===== src/rtl/kong_intro_ctl.sv =====
// Kong intro animation position controller: climb, hop, walk to the platform slot.
// Optional idle hopping in DONE is enabled by defining KONG_IDLE_HOP_EN.
module kong_intro_ctl #(
  parameter int START_X     = 484,
  parameter int START_Y     = 672,
  parameter int PLATFORM_X  = 128,
  parameter int PLATFORM_Y  = 175,
  parameter int JUMP_HEIGHT = 58,
  parameter int MOVE_TICKS  = 250_000,
  parameter int JUMP_TICKS  = 1_400_000,
  parameter int HOP_PERIOD  = 2_800_000
) (
  input  logic        clk,
  input  logic        rst_n,
  input  logic        start,
  input  logic        abort,
  output logic [10:0] xpos,
  output logic [10:0] ypos,
  output logic        busy,
  output logic        airborne,
  output logic        done
);

  localparam int CNT_MAX0 = (MOVE_TICKS > JUMP_TICKS) ? MOVE_TICKS : JUMP_TICKS;
  localparam int CNT_MAX  = (CNT_MAX0 > HOP_PERIOD) ? CNT_MAX0 : HOP_PERIOD;
  localparam int CNT_W    = $clog2(CNT_MAX + 1);
  localparam int APEX_I   = (PLATFORM_Y > JUMP_HEIGHT) ? (PLATFORM_Y - JUMP_HEIGHT) : 0;

  localparam logic [10:0] SX   = 11'(START_X);
  localparam logic [10:0] SY   = 11'(START_Y);
  localparam logic [10:0] PX   = 11'(PLATFORM_X);
  localparam logic [10:0] PY   = 11'(PLATFORM_Y);
  localparam logic [10:0] APEX = 11'(APEX_I);
  localparam logic [CNT_W-1:0] MOVE_LAST = CNT_W'(MOVE_TICKS - 1);
  localparam logic [CNT_W-1:0] JUMP_LAST = CNT_W'(JUMP_TICKS - 1);
`ifdef KONG_IDLE_HOP_EN
  localparam logic [CNT_W-1:0] HOP_LAST  = CNT_W'(HOP_PERIOD - 1);
`endif

  typedef enum logic [2:0] {
    S_IDLE, S_CLIMB, S_HOP_UP, S_HOP_HOLD, S_HOP_DOWN, S_WALK, S_DONE
  } state_t;

  state_t           state_r, state_s;
  logic [CNT_W-1:0] cnt_r, cnt_s, cnt_last_s;
  logic [10:0]      xpos_r, ypos_r, xpos_s, ypos_s;
  logic             idle_hop_r, idle_hop_s;
  logic             busy_r, airborne_r, done_r;
  logic             busy_s, airborne_s, done_s;
  logic             step_s, cnt_hold_s;

  assign xpos     = xpos_r;
  assign ypos     = ypos_r;
  assign busy     = busy_r;
  assign airborne = airborne_r;
  assign done     = done_r;

  // Per-state tick period and step strobe
  always_comb begin
    cnt_last_s = MOVE_LAST;
    cnt_hold_s = 1'b0;
    case (state_r)
      S_HOP_HOLD: cnt_last_s = JUMP_LAST;
      S_IDLE:     cnt_hold_s = 1'b1;
`ifdef KONG_IDLE_HOP_EN
      S_DONE:     cnt_last_s = HOP_LAST;
`else
      S_DONE:     cnt_hold_s = 1'b1;
`endif
      default:    cnt_last_s = MOVE_LAST;
    endcase
    step_s = (cnt_r == cnt_last_s);
  end

  // Next-state, next-position and next-output logic
  always_comb begin
    state_s    = state_r;
    xpos_s     = xpos_r;
    ypos_s     = ypos_r;
    idle_hop_s = idle_hop_r;
    if (abort) begin
      state_s    = S_IDLE;
      xpos_s     = SX;
      ypos_s     = SY;
      idle_hop_s = 1'b0;
    end else begin
      case (state_r)
        S_IDLE: begin
          if (start) state_s = (PLATFORM_Y >= START_Y) ? S_HOP_UP : S_CLIMB;
          else       state_s = S_IDLE;
        end
        S_CLIMB: begin
          if (ypos_r <= PY) begin
            state_s = S_HOP_UP;
          end else if (step_s) begin
            ypos_s = ypos_r - 11'd1;
            if (ypos_r - 11'd1 == PY) state_s = S_HOP_UP;
            else                      state_s = S_CLIMB;
          end else begin
            state_s = S_CLIMB;
          end
        end
        // Rise stops at the clamped apex so a tall hop never wraps below row 0
        S_HOP_UP: begin
          if (ypos_r <= APEX) begin
            state_s = S_HOP_HOLD;
          end else if (step_s) begin
            ypos_s = ypos_r - 11'd1;
            if (ypos_r - 11'd1 == APEX) state_s = S_HOP_HOLD;
            else                        state_s = S_HOP_UP;
          end else begin
            state_s = S_HOP_UP;
          end
        end
        S_HOP_HOLD: begin
          if (step_s) state_s = S_HOP_DOWN;
          else        state_s = S_HOP_HOLD;
        end
        S_HOP_DOWN: begin
          if (ypos_r >= PY || (step_s && (ypos_r + 11'd1 == PY))) begin
            state_s    = idle_hop_r ? S_DONE : S_WALK;
            idle_hop_s = 1'b0;
          end else begin
            state_s = S_HOP_DOWN;
          end
          if (ypos_r < PY && step_s) ypos_s = ypos_r + 11'd1;
          else                       ypos_s = ypos_r;
        end
        S_WALK: begin
          if (xpos_r <= PX) begin
            state_s = S_DONE;
          end else if (step_s) begin
            xpos_s = xpos_r - 11'd1;
            if (xpos_r - 11'd1 == PX) state_s = S_DONE;
            else                      state_s = S_WALK;
          end else begin
            state_s = S_WALK;
          end
        end
        S_DONE: begin
`ifdef KONG_IDLE_HOP_EN
          if (step_s) begin
            state_s    = S_HOP_UP;
            idle_hop_s = 1'b1;
          end else begin
            state_s = S_DONE;
          end
`else
          state_s = S_DONE;
`endif
        end
        default: state_s = S_IDLE;
      endcase
    end

    if (abort || (state_s != state_r) || step_s || cnt_hold_s) cnt_s = {CNT_W{1'b0}};
    else                                                        cnt_s = cnt_r + CNT_W'(1);

    busy_s     = !((state_s == S_IDLE) || (state_s == S_DONE) || idle_hop_s);
    airborne_s = (state_s == S_HOP_UP) || (state_s == S_HOP_HOLD) || (state_s == S_HOP_DOWN);
    done_s     = (state_s == S_DONE) || idle_hop_s;
  end

  // State, counter, position and output registers
  always_ff @(posedge clk or negedge rst_n) begin
    if (!rst_n) begin
      state_r    <= S_IDLE;
      cnt_r      <= {CNT_W{1'b0}};
      xpos_r     <= SX;
      ypos_r     <= SY;
      idle_hop_r <= 1'b0;
      busy_r     <= 1'b0;
      airborne_r <= 1'b0;
      done_r     <= 1'b0;
    end else begin
      state_r    <= state_s;
      cnt_r      <= cnt_s;
      xpos_r     <= xpos_s;
      ypos_r     <= ypos_s;
      idle_hop_r <= idle_hop_s;
      busy_r     <= busy_s;
      airborne_r <= airborne_s;
      done_r     <= done_s;
    end
  end

endmodule

===== config.mk =====
export PLATFORM = sky130hd
export DESIGN_NAME = kong_intro_ctl
export DESIGN_NICKNAME = d
export VERILOG_FILES = /design/src/rtl/kong_intro_ctl.sv
export SDC_FILE = /design/constraint.sdc
export NUM_CORES = 1
export LEC_CHECK = 0
export ABC_AREA = 1
export CAP_MARGIN = 5
export CORE_MARGIN = 2
export CORE_UTILIZATION = 30
export DETAILED_ROUTE_END_ITERATION = 10
export GPL_TIMING_DRIVEN = 0
export MAX_ROUTING_LAYER = met4
export SLEW_MARGIN = 15
export SYNTH_ARGS = -nofsm -noshare
export SYNTH_HDL_FRONTEND = slang
export SYNTH_SLANG_ARGS = --single-unit

===== constraint.sdc =====
create_clock -name clk -period 2.7 [get_ports clk]
set_clock_uncertainty 0.15 [all_clocks]
set_input_delay 0.27 -clock clk [delete_from_list [all_inputs] [get_ports clk]]
set_output_delay 0.27 -clock clk [all_outputs]
set_load 0.01 [all_outputs]

# [Word-level counts from Yosys, hierarchy flattened]
# Cells that the tools add are included.
[totals] word_cells=88 inputBits=4 reg_bits=51 output_inout_bits=25
[classes] add_sub_neg=4 eq_ne=20 order_cmp=5 reduce_logical=20 muxes=31
[ops] cell="$mux W11" count=9
[ops] cell="$eq A11 B8 Y1 const B" count=3
[ops] cell="$pmux W11 S3" count=1
[ops] cell="$mux W3" count=8
[ops] cell="$add A22 B1 Y22 const B" count=1
[ops] cell="$eq A22 B22 Y1" count=1
[ops] cell="$le A11 B8 Y1 const B" count=2
[ops] cell="$mux W22" count=1
[ops] cell="$sub A11 B1 Y11 const B" count=2
[ops] cell="$mux W21" count=1
[ops] cell="$pmux W3 S7" count=1
[ops] cell="$eq A3 B3 Y1 const B" count=5
[ops] cell="$eq A3 B2 Y1 const B" count=4
[ops] cell="$add A11 B1 Y11 const B" count=1
[ops] cell="$eq A11 B7 Y1 const B" count=1
[ops] cell="$ge A11 B8 Y1 const B" count=1
[ops] cell="$le A11 B7 Y1 const B" count=1
[ops] cell="$lt A11 B8 Y1 const B" count=1
[ops] cell="$logic_or A1 B1 Y1" count=9
[ops] cell="$ne A3 B3 Y1 const B" count=3
[ops] cell="$mux W2" count=4
[ops] cell="$logic_not A3 Y1" count=2
[ops] cell="$mux W1" count=6
[ops] cell="$reduce_and A4 Y1" count=1
[ops] cell="9 further kinds" count=11

# [Depth between registers and ports, before layout]
[depth] ltp_word=13 mapped_depth=21 depth_no_buf=20

# [Worst setup path after synthesis]
# Ideal clock, no wire load.
[synth_path] path_kind="register to register" from="register ypos_r[0] (netlist: ypos[0])" to="register cnt_r[5]" setup_slack_ps=212 n_path_buf=1 synth_period_minus_slack_ps=2488 required_time_ps=2430 stages_incl_launch_ff=19 setup_ps=120 arrival_time_ps=2218 path_cell_list="dfrtp_1 > clkinv_1 > ha_1 > nand2_1 > nand2_1 > and2_1 > nor2_1 > nand3_1 > nor2_1 > nand4_1 > nand2_1 > nor2_1 > nand2_1 > nand2_2 > nand2_1 > nand2_1 > nand2_2 > buf_6 > nor2_1"
[synth_between] elab_chain_cells=12 elab_cells_between_ends=24 classes_between="add/sub: 2; order compare: 3; eq/ne: 4; mux: 10; reduce/logical: 5"
[synth_lines] item="from (decl)" line_no="46" rtl="logic [10:0] xpos_r, ypos_r, xpos_s, ypos_s;"
[synth_lines] item="from (signal assigned)" line_no="179" rtl="ypos_r <= ypos_s;"
[synth_lines] item="$sub A11 B1 Y11 or $add A11 B1 Y11 (tied branches)" line_no="97, 109, 120"
[synth_lines] item="$eq A11 B7 Y1, or another cell as far along" line_no="109" rtl="if (ypos_r - 11'd1 == APEX) state_s = S_HOP_HOLD;"
[synth_lines] item="$mux W1, or another cell as far along" line_no="109"
[synth_lines] item="$mux W3, or another cell as far along" line_no="107" rtl="end else if (step_s) begin"
[synth_lines] item="$mux W3, or another cell as far along" line_no="105" rtl="if (ypos_r <= APEX) begin"
[synth_lines] item="$pmux W3 S7 (*)" line_no="87" rtl="case (state_r)"
[synth_lines] item="$mux W3 (*)" line_no="81" rtl="if (abort) begin"
[synth_lines] item="$ne A3 B3 Y1 (*)" line_no="156" rtl="if (abort || (state_s != state_r) || step_s || cnt_hold_s) cnt_s = {CNT_W{1'b0}};"
[synth_lines] item="$logic_or A1 B1 Y1 (*) (3 in series)" line_no="156"
[synth_lines] item="$mux W22 (*)" line_no="156"
[synth_lines] item="via cnt_s[5]" line_no="45" rtl="logic [CNT_W-1:0] cnt_r, cnt_s, cnt_last_s;"
[synth_lines] item="to (signal assigned)" line_no="168" rtl="cnt_r <= {CNT_W{1'b0}};"
[synth_lines] item="to (signal assigned)" line_no="177" rtl="cnt_r <= cnt_s;"
[synth_lines] item="to (decl)" line_no="45"
# The timed path passes the listed nets; every way through them passes the cells marked *.
# A chain may end at the register's enable or synchronous reset.

# [Worst setup path after layout]
[layout_path] from="register ypos_r[0] (netlist: ypos[0])" to="register ypos_r[1] (netlist: ypos[1])"
[layout_between] elab_chain_cells=5 elab_cells_between_ends=16 classes_between="add/sub: 2; order compare: 3; eq/ne: 3; mux: 6; reduce/logical: 2"
[layout_lines] item="$sub A11 B1 Y11" line_no="96, 108"
[layout_lines] item="$mux W11" line_no="95, 107"
[layout_lines] item="$mux W11 (on tied branches)" line_no="105, 93"
[layout_lines] item="$pmux W11 S3" line_no="87"
[layout_lines] item="$mux W11" line_no="81"
# Parallel ways exist; a longest one is shown, timed or not. The select of a mux whose other input is x is not followed.

==> impl_summary.md <==
Hold path
The worst hold path class is flip-flop to flip-flop. Along the worst hold path, the cell count comes to 1.

Critical path
The slowest stage of the critical path is the sky130_fd_sc_hd__dfrtp_2 cell. The depth of the worst register-to-register path is 9. The arrival time reported for the critical path endpoint is 2.66 ns. The worst setup path is launched from a flip-flop. The type of the worst setup path is flip-flop to flip-flop. STA classifies the critical path endpoint as a flip-flop. The number of buffers and inverters on the critical path is 1. The signal on the critical path passes through buf_4 -> ha_1 -> o31ai_2 -> nand3_1 -> nand3_1 -> o311ai_2 -> a211oi_2 -> nand2_2 -> o22ai_1. The critical path crosses 9 cells after its start point. The delay of the slowest cell on the worst path is 0.47 ns. The highest net fanout along the worst path is 8.

The dominant delay contributor by cell family on the critical path is compound AO/OA/AOI/OAI gates. The cell with the most instances on the worst path is sky130_fd_sc_hd__nand3_1. The data required time at the worst endpoint is 2.74 ns.

CTS
The H-tree depth is 2. At the later pin of the worst-skew pair, clock insertion delay measures 0.29 ns. The clock tree from TritonCTS is yes. For this design, the sink count on the clock tree is 51.

Clock-pin slew was measured on the worst setup and hold paths at 0.07 ns. TritonCTS created 5 clock buffers. The cell sitting at the root of the clock tree is a sky130_fd_sc_hd__clkbuf_16. The longest clock path from root to sink contains 2 buffers.

Route
The via density per instance is 4.86. In the routed design, unresolved DRC markers number 0. The number of vias after detailed routing is 3692. The detail route stage leaves a number of antenna-violating nets equal to 0. The routed wire length on met2 is 4800 um.

The sum of routed wire segments on met1 is 4460 um. Dividing the detail-routed wire length by the instance count gives 12.7 um. Wire segments on met3 add up to 304 um in the final route. The pre-antenna-repair detailed-routing pass consisted of 4 iterations.

After detailed routing, the total wire length is 9660 um. The highest metal layer with signal wires is met4. The initial detailed-routing violation count is 205.

Synthesis
When the netlist entered floorplanning its net count stood at 566. The mean instance size in the synthesized netlist is 6.59 um^2. The cell taking the most area after synthesis is sky130_fd_sc_hd__dfrtp_1.

The area of the mapped netlist is 3650 um^2. The unique cell type count in the Yosys netlist is 36. The share of Yosys cell area claimed by the top area cell type is 29.5%. The proportion of synthesized chip area in sequential cells is 35.2%. Synthesis handed over a netlist of 554 instances. Yosys printed 0 warnings. The number of enable flip-flop cells after synthesis is 0. By area the synthesized netlist is led by sky130_fd_sc_hd__dfrtp_1, sky130_fd_sc_hd__nand2_1, sky130_fd_sc_hd__nor2_1. In the synthesized netlist the dominant register cell turns out to be sky130_fd_sc_hd__dfrtp_1. The async set or reset register ratio after synthesis is 100%.

The number of register bits inferred by synthesis is 51.

Power
The analysis attributes to cell leakage a power of 0.00216 uW. The power density over cell area is 400 nW/um^2. The peak supply drop is 238 uV.

Placement
The sum of net half-perimeters after detailed placement is 6910 um. At the end of routability-driven placement, the weighted congestion stood at 0.942. Once placement finished, the instance area stood at 4110 um^2. The number of port buffers is 28.

Global routing
The via count of the first global-routing pass was 3534. The total global routing overflow is 0. Entering global routing, the biggest net connects 52 pins. The total routing resource utilization after global routing is 15.4%. The global-route wire length before repair is 16000 um.

The number of antenna violations at the first check in global routing is 0.

STA
The number of max-slew violations in the final report is 0. The hold violation count in the final report is 0. The final-report setup violation count is 0. For the finished layout, the period the worst path requires is 2.62 ns.

The tightest hold margin is 0.314 ns. In the finished design, the share of the clock period the worst path needs comes to 96.9%. After routing, the total negative slack on setup checks comes to 0 ns.

The fmax is 382 MHz. For the pin with the worst max-slew slack, the measured transition is 0.667 ns. Measured against its own limit, the worst slew margin works out to 55.5%.

Die
The starting density of the core is 30.5%. The floorplan step set the die height to 114 um. The number of standard-cell rows in the floorplan is 40. The die covers 13100 um^2. From left edge to right edge, the die measures 114 um. The floorplan step defined a core boundary enclosing 12000 um^2. During I/O placement, the number of pins put on the boundary was 29.

Cells and area
For this run, the share of the core covered by cells in the final layout is 39.8%. In the layout the commonest cells are sky130_fd_sc_hd__nand2_1, sky130_fd_sc_hd__nor2_1, sky130_fd_sc_hd__inv_1. Leaving out fill and tap cells, the most frequent cell in the layout is sky130_fd_sc_hd__nand2_1. The relative area change from synthesis to final layout is 30.5%.

At the end of the flow, the number of nets in the layout was 624. The finished cells cover 4760 um^2. Cells with a size suffix above 1 make up 18.3% of the layout.

0 antenna diodes ended up in the layout. The number of fillers in the final layout is 1231.

Outcome
The flow ran to the end, and the final reports show no timing, DRC or antenna violations.

Run
The count of max-cap constraint violations is 0.
[power by group]
group	total [uW]	internal, uW	leakage, uW	switching, uW
logic	324	135	0.00141	189
registers	829	798	0.000669	31.6
clock network	751	443	0.0000844	308
total	1900	1380	0.00216	529
[sequential cells by signal, summed over array words and instances (netlist names)]
name,cells
busy,1
idle_hop_r,1
cnt_r,22
airborne,1
state_r,3
xpos,11
done,1
ypos,11
[Yosys cell counts, types with 2 or more instances]
cell type	instances
sky130_fd_sc_hd__and3_1	2
sky130_fd_sc_hd__clkinv_1	2
sky130_fd_sc_hd__o21ai_1	3
sky130_fd_sc_hd__dfstp_2	8
sky130_fd_sc_hd__nor2_2	5
sky130_fd_sc_hd__buf_6	3
sky130_fd_sc_hd__nand2_1	144
sky130_fd_sc_hd__o31ai_1	3
sky130_fd_sc_hd__ha_1	8
sky130_fd_sc_hd__inv_1	73
sky130_fd_sc_hd__nor3_1	8
sky130_fd_sc_hd__o22ai_1	6
sky130_fd_sc_hd__dfrtp_1	43
sky130_fd_sc_hd__nand2_2	2
sky130_fd_sc_hd__xnor2_1	9
sky130_fd_sc_hd__nand4_1	11
sky130_fd_sc_hd__inv_2	2
sky130_fd_sc_hd__xor2_1	13
sky130_fd_sc_hd__nand3_1	48
sky130_fd_sc_hd__and2_1	2
sky130_fd_sc_hd__clkbuf_1	5
sky130_fd_sc_hd__nor2_1	104
sky130_fd_sc_hd__a21oi_1	9
sky130_fd_sc_hd__nor4_1	2
sky130_fd_sc_hd__o21ai_0	28
[worst paths after layout]
| check | slack (ns) | to | start |
|---|---|---|---|
| setup reg to reg | 0.08 | ypos[1]$_DFFE_PN0P_ | ypos[0]$_DFFE_PN0P_ |
| min in group asynchronous | 0.40 | cnt_r[0]$_DFF_PN0_ | rst_n |
| hold / removal | 0.31 | cnt_r[0]$_DFF_PN0_ | cnt_r[0]$_DFF_PN0_ |
| hold reg to reg | 0.31 | cnt_r[0]$_DFF_PN0_ | cnt_r[0]$_DFF_PN0_ |
| max in group asynchronous | 1.51 | xpos[1]$_DFFE_PN0P_ | rst_n |
| setup / recovery | 0.08 | ypos[1]$_DFFE_PN0P_ | ypos[0]$_DFFE_PN0P_ |
[area by class of cell]
class / instances / area [um^2] / area share [%]
inverters: 77 / 300 / 6.30
plain buffers: 9 / 65.1 / 1.37
well taps: 147 / 184 / 3.86
multi-input cells: 417 / 2240 / 47.1
clock inverters: 3 / 47.5 / 0.998
flip-flops and latches: 51 / 1290 / 27.2
repair buffers: 51 / 504 / 10.6
clock buffers: 5 / 125 / 2.63
[cell families (layout without fill, tap and decap cells)]
family,count (synthesis),in the layout,share of synthesized area [%]
and+or+nand+nor,329,329,37.6
buffers and inverters,86,145,9.50
AOI/OAI and AO/OA,58,58,9.63
DFF,51,51,35.2
xor gates and xnor gates,22,22,5.28
adders and majority gates,8,8,2.74
[worst reg2reg max path, delay by kind of cell, from the launching register on]
| family | cells | cell delay [ns] |
|---|---|---|
| AOI/OAI and AO/OA | 4 | 1.05 |
| and+or+nand+nor | 3 | 0.49 |
| DFF | 1 | 0.47 |
| adders and majority gates | 1 | 0.20 |
| buffers and inverters | 1 | 0.16 |
[stage by stage]
stage	cells	worst slack [ns]	total power, uW
2_1_floorplan	554	0.212	1010
3_3_place_gp	729	-0.414	1120
3_5_place_dp	729	-0.351	1120
4_1_cts	742	0.0142	1880
5_1_grt	760	-0.0329	2010
6_report	760	0.0829	1900
[layer usage]
| metal | vias up | global-route usage, % |
|---|---|---|
| met4 | 0 | 4.88 |
| met1 | 1722 | 18.9 |
| li1 | 1882 | - |
| met3 | 10 | 2.22 |
| met5 | - | - |
| met2 | 78 | 26.0 |
[repair_timing]
action / in CTS / in global routing
resized for setup: 7 / 66
endpoints found under the hold margin: 43 / 0
gates cloned: 0 / 2
hold buffers: 1 / 0
endpoints found under the setup margin: 32 / 35
setup buffers: 4 / 16
pin swaps: 1 / 18
Note: power is estimated with default switching activity, not from simulation.
